### src/rtl/fanin_merge_rr.sv
// Three-lane round-robin merge into a 2-entry output FIFO with a clock enable.
// Defining FANIN_TAG_EN adds tag_out, the source lane of the FIFO head.
module fanin_merge_rr #(
    parameter int DATA_WIDTH = 17,
    parameter int SEL_BIT    = 20
) (
    input  logic                  clk,
    input  logic                  rst_n,
    input  logic                  clk_en,
    input  logic                  E0,
    input  logic                  E1,
    input  logic                  E2,
    input  logic [31:0]           S0,
    input  logic [31:0]           S1,
    input  logic [31:0]           S2,
    input  logic                  valid_in0,
    input  logic                  valid_in1,
    input  logic                  valid_in2,
    input  logic [DATA_WIDTH-1:0] data_in0,
    input  logic [DATA_WIDTH-1:0] data_in1,
    input  logic [DATA_WIDTH-1:0] data_in2,
    output logic                  ready_out0,
    output logic                  ready_out1,
    output logic                  ready_out2,
    output logic                  valid_out,
    output logic [DATA_WIDTH-1:0] data_out,
`ifdef FANIN_TAG_EN
    output logic [1:0]            tag_out,
`endif
    input  logic                  ready_in
);

    // Handshake: a word moves on a cycle where valid and ready are both high
    // (and clk_en is high); ready never depends on the same-side valid of the
    // other lanes except through the arbiter's request vector.
    logic [2:0]            part;
    logic [2:0]            req;
    logic [2:0]            grant;
    logic [1:0]            grant_idx;
    logic [2:0]            ready_vec;
    logic                  can_accept;
    logic                  push;
    logic                  pop;
    logic [DATA_WIDTH-1:0] push_data;

    logic [1:0]            count;
    logic [1:0]            ptr;
    logic                  wr_ptr;
    logic                  rd_ptr;
    logic [DATA_WIDTH-1:0] mem [2];
`ifdef FANIN_TAG_EN
    logic [1:0]            tag_mem [2];
`endif

    assign part = {E2 & S2[SEL_BIT], E1 & S1[SEL_BIT], E0 & S0[SEL_BIT]};
    assign req  = part & {valid_in2, valid_in1, valid_in0};

    // Search order starts at ptr and wraps modulo 3.
    always_comb begin
        grant     = 3'b000;
        grant_idx = 2'd0;
        case (ptr)
            2'd1: begin
                if      (req[1]) begin grant = 3'b010; grant_idx = 2'd1; end
                else if (req[2]) begin grant = 3'b100; grant_idx = 2'd2; end
                else if (req[0]) begin grant = 3'b001; grant_idx = 2'd0; end
            end
            2'd2: begin
                if      (req[2]) begin grant = 3'b100; grant_idx = 2'd2; end
                else if (req[0]) begin grant = 3'b001; grant_idx = 2'd0; end
                else if (req[1]) begin grant = 3'b010; grant_idx = 2'd1; end
            end
            default: begin
                if      (req[0]) begin grant = 3'b001; grant_idx = 2'd0; end
                else if (req[1]) begin grant = 3'b010; grant_idx = 2'd1; end
                else if (req[2]) begin grant = 3'b100; grant_idx = 2'd2; end
            end
        endcase
    end

    assign can_accept = clk_en & (count < 2'd2);
    // rst_n gates ready so producers see 0 during reset without waiting for a clock.
    assign ready_vec  = {3{rst_n & can_accept}} & grant;
    assign ready_out0 = ready_vec[0];
    assign ready_out1 = ready_vec[1];
    assign ready_out2 = ready_vec[2];

    assign push = |(ready_vec & {valid_in2, valid_in1, valid_in0});
    assign pop  = valid_out & ready_in & clk_en;

    always_comb begin
        case (grant_idx)
            2'd1:    push_data = data_in1;
            2'd2:    push_data = data_in2;
            default: push_data = data_in0;
        endcase
    end

    always_ff @(posedge clk or negedge rst_n) begin
        if (!rst_n) begin
            count  <= 2'd0;
            ptr    <= 2'd0;
            wr_ptr <= 1'b0;
            rd_ptr <= 1'b0;
            for (int i = 0; i < 2; i++) begin
                mem[i] <= '0;
`ifdef FANIN_TAG_EN
                tag_mem[i] <= 2'd0;
`endif
            end
        end else if (clk_en) begin
            if (push) begin
                mem[wr_ptr] <= push_data;
`ifdef FANIN_TAG_EN
                tag_mem[wr_ptr] <= grant_idx;
`endif
                wr_ptr <= ~wr_ptr;
                ptr    <= (grant_idx == 2'd2) ? 2'd0 : grant_idx + 2'd1;
            end
            if (pop) begin
                rd_ptr <= ~rd_ptr;
            end
            case ({push, pop})
                2'b10:   count <= count + 2'd1;
                2'b01:   count <= count - 2'd1;
                default: count <= count;
            endcase
        end
    end

    assign valid_out = (count != 2'd0);
    assign data_out  = mem[rd_ptr];
`ifdef FANIN_TAG_EN
    assign tag_out   = tag_mem[rd_ptr];
`endif

endmodule

### config.mk
export PLATFORM = sky130hd
export DESIGN_NAME = fanin_merge_rr
export DESIGN_NICKNAME = d
export VERILOG_FILES = /design/src/rtl/fanin_merge_rr.sv
export SDC_FILE = /design/constraint.sdc
export NUM_CORES = 1
export LEC_CHECK = 0
export BUFFER_PORTS_ARGS = -buffer_cell sky130_fd_sc_hd__clkbuf_2
export CAP_MARGIN = 40
export CORE_AREA = 2 2 83 85
export CTS_BUF_LIST = sky130_fd_sc_hd__clkbuf_8
export DETAILED_ROUTE_END_ITERATION = 10
export DIE_AREA = 0 0 85 87
export PLACE_DENSITY_LB_ADDON = 0.05
export SETUP_SLACK_MARGIN = 0.02
export SLEW_MARGIN = 30
export SYNTH_ARGS = -nofsm -noshare
export SYNTH_HDL_FRONTEND = slang
export SYNTH_SLANG_ARGS = --single-unit
### constraint.sdc
create_clock -name clk -period 2.2 [get_ports clk]
set_input_delay 0.33 -clock clk [delete_from_list [all_inputs] [get_ports clk]]
set_output_delay 0.33 -clock clk [all_outputs]
set_load 0.01 [all_outputs]
======== After elaboration in Yosys (flattened, before gate mapping) ========
Cells that the tools add are included.
Widths: inputs -> output; s select.
word-level totals
  word-level logic and storage cells ...... 66
  bits of input ports ..................... 157
  output and inout bits ................... 21
  bits in registers ....................... 40
cells by class
  muxes and demuxes ....................... 26
  eq/ne operators ......................... 6
  reduce and logical (&&, ||, !) cells .... 7
  magnitude comparators ................... 4
  bitwise operators ....................... 14
  add/subtract/negate cells ............... 3
operator list
  kind                 number
  $mux 17              4
  $bwmux 34            1
  $pmux 17 s2          1
  $mux 3               6
  $demux 17 s1         1
  $mux 2               7
  $and 3x3->3          3
  $pmux 2 s2           2
  $and 1x1->1          7
  $eq 2x1->1 const B   3
  $eq 2x2->1 const B   3
  $pmux 3 s2           1
  $reduce_and 2->1     3
  $add 2x1->2 const B  2
  $ge 2x2->1 const B   2
  $not 1->2            2
  $reduce_bool 2->1    2
  $mux 1               3
  $reduce_or 3->1      1
  $lt 2x1->1 const B   1
  $lt 2x2->1 const B   1
  $not 1->1            2
  $sub 2x1->2 const B  1
  $logic_and 1x1->1    1

======== Depth between registers and ports, before layout ========
  depth after elaboration ................. 12
  mapped depth ............................ 11
  mapped depth without buffers ............ 9

======== Worst setup path after synthesis ========
No wires, ideal clock.
  path kind ............................... register to register
  start point ............................. register ptr[0]
  end point ............................... register mem[10] (netlist name)
  required time ........................... 2.075 ns
  setup time .............................. 0.125 ns
  setup slack ............................. -0.233 ns
  period minus slack after synthesis ...... 2.433 ns
  path buffers ............................ 2
  cell stages (with the launch flop) ...... 10
  arrival ................................. 2.308 ns
  cells stage by stage .................... dfrtp_1 inv_1 ha_1 a211oi_1 a211o_1 ha_1 clkbuf_1 dlygate4sd1_1 a21oi_1 mux2_4
between the ends
  longest elaborated chain between the ends .. 6
  elaborated cells between the ends (all ways) .. 12
  those cells by class .................... 4 x eq/ne; 4 x mux; 2 x bitwise; 2 x reduce/logical
RTL lines
  what                                             line  source
  start, declared                                  47    logic [1:0] ptr;
  start signal, assigned                           118   ptr <= (grant_idx == 2'd2) ? 2'd0 : grant_idx + 2'd1;
  $eq 2x2->1 / $eq 2x1->1 (equally long branches)  62    case (ptr)
  $pmux 3 s2                                       62
  $and 3x3->3                                      83    assign ready_vec = {3{rst_n & can_accept}} & grant;
  $and 3x3->3                                      88    assign push = |(ready_vec & {valid_in2, valid_in1, valid_in0});
  $reduce_or 3->1                                  88
  $reduce_and 2->1 (no source line)                --
  end signal, assigned by index                    113   mem[wr_ptr] <= push_data;
  end, declared                                    50    logic [DATA_WIDTH-1:0] mem [2];
Parallel ways exist; a longest one is shown, timed or not.
A chain may end at the register's enable or synchronous reset.

======== Final worst setup path ========
  start point ............................. register ptr[0]
  end point ............................... register mem[2] (netlist name)
The elaborated chain is that of the path after synthesis.

==> metrics.md <==
| Metric | Value |
|---|---|
| Status | `complete, but fails checks` |
| Failing checks | `negative setup slack` |
| Global route total overflow | `0` |
| Simple-gate share of the synthesized area | `0.0704` |
| Register area | `about 1000 sq um` |
| FP Rows | `30` |
| Final #Nets | `roughly 460` |
| Post-synthesis cell area | `between 2000 and 2500 sq um` |
| Initial antenna violation count | `0` |
| Port buffer count | `84` |
| CP Max Fanout | `8` |
| Reg power frac | `0.310` |
| Cts bufs inserted | `5` |
| IO Pins | `178` |
| H-tree depth | `2` |
| Die width | `approximately 85 microns` |
| Number of library cell types mapped by synthesis | `31` |
| Post-synthesis adder-cell area fraction | `0.0379` |
| First drt pass iteration count | `6` |
| Crit path from | `ptr[0]$_DFFE_PN0N_` |
| XOR/XNOR Fraction of Synth Area | `0.0189` |
| DR WL/cell | `roughly 17 microns` |
| Most frequent cell after synthesis | `mux2_2` |
| Via density | `between 4 and 5` |
| Reg-to-reg slack, setup | `-0.06 ns` |
| Fin. max-slew vios | `0` |
| Post-Layout Inst Area | `3460 sq um` |
| Placed Instance Area | `2900 sq um` |
| Synth Warn # | `0` |
| P&R area growth vs syn | `49.7%` |
| Worst reg2reg startpoint | `ptr[0]$_DFFE_PN0N_` |
| Die Ht | `87 microns` |
| Final Hold Fails | `0` |
| Fin crit share | `1.03` |
| Post-route setup slack | `-0.0566 ns` |
| P_int | `roughly 2600 uW` |
| Complex-gate fraction of the synthesized area | `0.115` |
| Final Non-Filler Cells | `between 300 and 400` |
| Switching Share | `0.368` |
| Syn_area_per_cell | `approximately 12 sq um` |
| Power share of the combinational group | `0.581` |
| Post-Synthesis Cells | `199` |
| Share of layout cells above drive strength 1 | `0.769` |
| Top cells by area, synth | `dfrtp_1, mux2_2, mux2_4` |
| Vias in the first global route | `1812` |
| First-pass GRT wire length | `8890 microns` |
| Leakage | `about 0.0016 uW` |
| CP Launch Type | `register` |
| Top_reg_cell synth | `dfrtp_1` |
| P per Cell Area | `about 1200 nW/um^2` |
| CTS Sinks | `40` |
| Relative max-transition margin | `0.654` |
| Fillcell total | `between 600 and 700` |
| Die footprint | `about 7400 sq um` |
| EDFF count, synth | `0` |
| Pin count of the biggest net entering global routing | `41` |
| Root Driver | `clkbuf_8` |
| Worst-path clk slew | `around 0.070 ns` |
| Peak supply drop | `approximately 0.55 mV` |
| #FFs+latches synth | `40` |
| Multi-input logic area | `approximately 1500 sq um` |
| Worst reg2reg path depth | `9` |
| Post-layout min period | `~2.3 ns` |
| Final setup viols | `35` |
| Largest family of logic cells by synthesized area | `multiplexers` |
| Post-synth ARST share | `1.00` |
| DP Wirelength | `3950 microns` |
| Worst Path Required | `2.37 ns` |
| Initial Util | `0.352` |
| Vias | `~1900` |
| Synth area leader | `dfrtp_1` |
| DRT Wirelength | `6550 microns` |
| Core ar. | `approximately 6600 sq um` |
| Kind of critical path | `reg2reg` |
| GPL Wtd Cong | `~0.74` |
| Initial drt markers | `46` |
| CTS tree | `built` |
| # Max-Cap Violations | `0` |
| Post-synthesis mux area share | `0.274` |
| Worst slew pin tran | `a little over 0.5 ns` |
| Post-synth top cells | `mux2_2, dfrtp_1, nor2_1` |
| Crit path DAT | `roughly 2.4 ns` |
| CP Capture Type | `register` |
| F_max | `approximately 440 MHz` |
| Dpl cells | `roughly 360` |
| Sequential area share after synthesis | `0.433` |
| R2R Path End | `mem[2]$_DFFE_PN0P_` |
| Final ANT Viol Nets | `0` |
| Drt drc | `0` |
| Gr usage total | `0.152` |
| Later-pin clock latency in the skew report | `0.28 ns` |
| Post-Syn Nets | `approximately 360` |
| Clock power frac | `0.108` |
| Diodes inserted | `0` |
| Post-synth top area share | `0.433` |
| HP Class | `in2async` |
| NetSw | `roughly 1500 uW` |
| Final Skew | `about 0.0028 ns` |
| Clk buf depth | `2` |
| Unrepaired setup endpoints after global routing | `true` |
stage by stage:
step           hold WS [ns]  worst slack, ns  utilization  total power [uW]  setup TNS, ns
6_report              0.163          -0.0566        0.527              4180          -1.45
3_5_place_dp          0.481          -0.0830        0.441              3170          -1.38
2_1_floorplan        0.0344           0.0203            -              2570              0
4_1_cts               0.179          -0.0399        0.466              3720         -0.950
3_3_place_gp          0.482          -0.0865        0.441              3150         -0.903
5_1_grt               0.211           -0.115        0.527              4470          -3.36
per-layer routing:
| metal | track usage | vias up | routed length [microns] |
|---|---|---|---|
| li1 | - | 915 | - |
| met1 | 0.218 | 904 | 3230 |
| met2 | 0.229 | 62 | 2970 |
| met3 | 0.0398 | 2 | 327 |
| met4 | 0.0390 | 0 | 27 |
| met5 | 0 | - | 0 |
layout by cell type, fill, tap and decap left out, types with 2 or more instances in the layout:
| cell type | n |
|---|---|
| nand3_1 | 3 |
| xnor2_1 | 3 |
| ha_4 | 6 |
| dfrtp_1 | 39 |
| a21oi_2 | 16 |
| mux2_2 | 35 |
| a22oi_2 | 15 |
| clkbuf_8 | 5 |
| clkbuf_16 | 4 |
| nor2_1 | 4 |
| nor2_2 | 10 |
| nor3_1 | 2 |
| buf_4 | 12 |
| a21oi_1 | 2 |
| a22oi_1 | 2 |
| buf_6 | 2 |
| clkbuf_2 | 83 |
| mux2_4 | 18 |
| inv_1 | 4 |
| buf_12 | 4 |
| xor2_1 | 2 |
| nor2_4 | 7 |
| inv_2 | 3 |
flip-flops by register name, summed over array words and instances, names as in the netlist:
register,count
count,2
mem,34
ptr,2
rd_ptr,1
wr_ptr,1
power by group through the flow:
| stage | clock, uW | sequential, uW | combinational [uW] |
|---|---|---|---|
| 4_1_cts | 476 | 1290 | 1960 |
| 3_5_place_dp | 0 | 1300 | 1870 |
| 6_report | 452 | 1300 | 2430 |
| 5_1_grt | 503 | 1340 | 2620 |
| 2_1_floorplan | 0 | 1220 | 1350 |
| 3_3_place_gp | 0 | 1290 | 1860 |
cell type report:
class	instances	share of cell area
flip-flops and latches	40	0.290
multi-input cells	139	0.442
clock buffers	5	0.0199
clock inverters	2	0.00253
well taps	80	0.0289
inverters	6	0.00651
repair buffers	107	0.210
kinds of logic (layout without fill, tap and decap cells):
logic type | count (synthesis) | count (layout)
AND/OR/NAND/NOR | 33 | 33
multiplexers | 53 | 53
buffers and inverters | 20 | 120
flip-flops | 40 | 40
AO/OA/AOI/OAI | 41 | 41
adder cells (fa/ha/maj) | 7 | 7
XOR/XNOR | 5 | 5
critical path, stage by stage (launching register included):
cell and delay (ns):
dfrtp_1 0.43, inv_2 0.06, ha_4 0.30, a211oi_2 0.04
a211o_1 0.28, buf_6 0.14, ha_4 0.35, clkbuf_16 0.20
a21oi_2 0.07, mux2_2 0.26
timing repair:
action,in CTS,in global routing
gates resized for setup,16,63
setup buffers,1,4
pin swaps,11,19
gates cloned,0,6
setup endpoints to repair,34,37
hold buffers,0,0
worst max path at each step:
stage,cells after the start,end
after floorplan,9,mem[10]$_DFFE_PN0P_
after global placement,9,mem[15]$_DFFE_PN0P_
after detailed placement,9,mem[15]$_DFFE_PN0P_
after CTS,10,mem[18]$_DFFE_PN0P_
after global routing,8,mem[21]$_DFFE_PN0P_
final,9,mem[2]$_DFFE_PN0P_
Power figures use the tool's default switching activity.
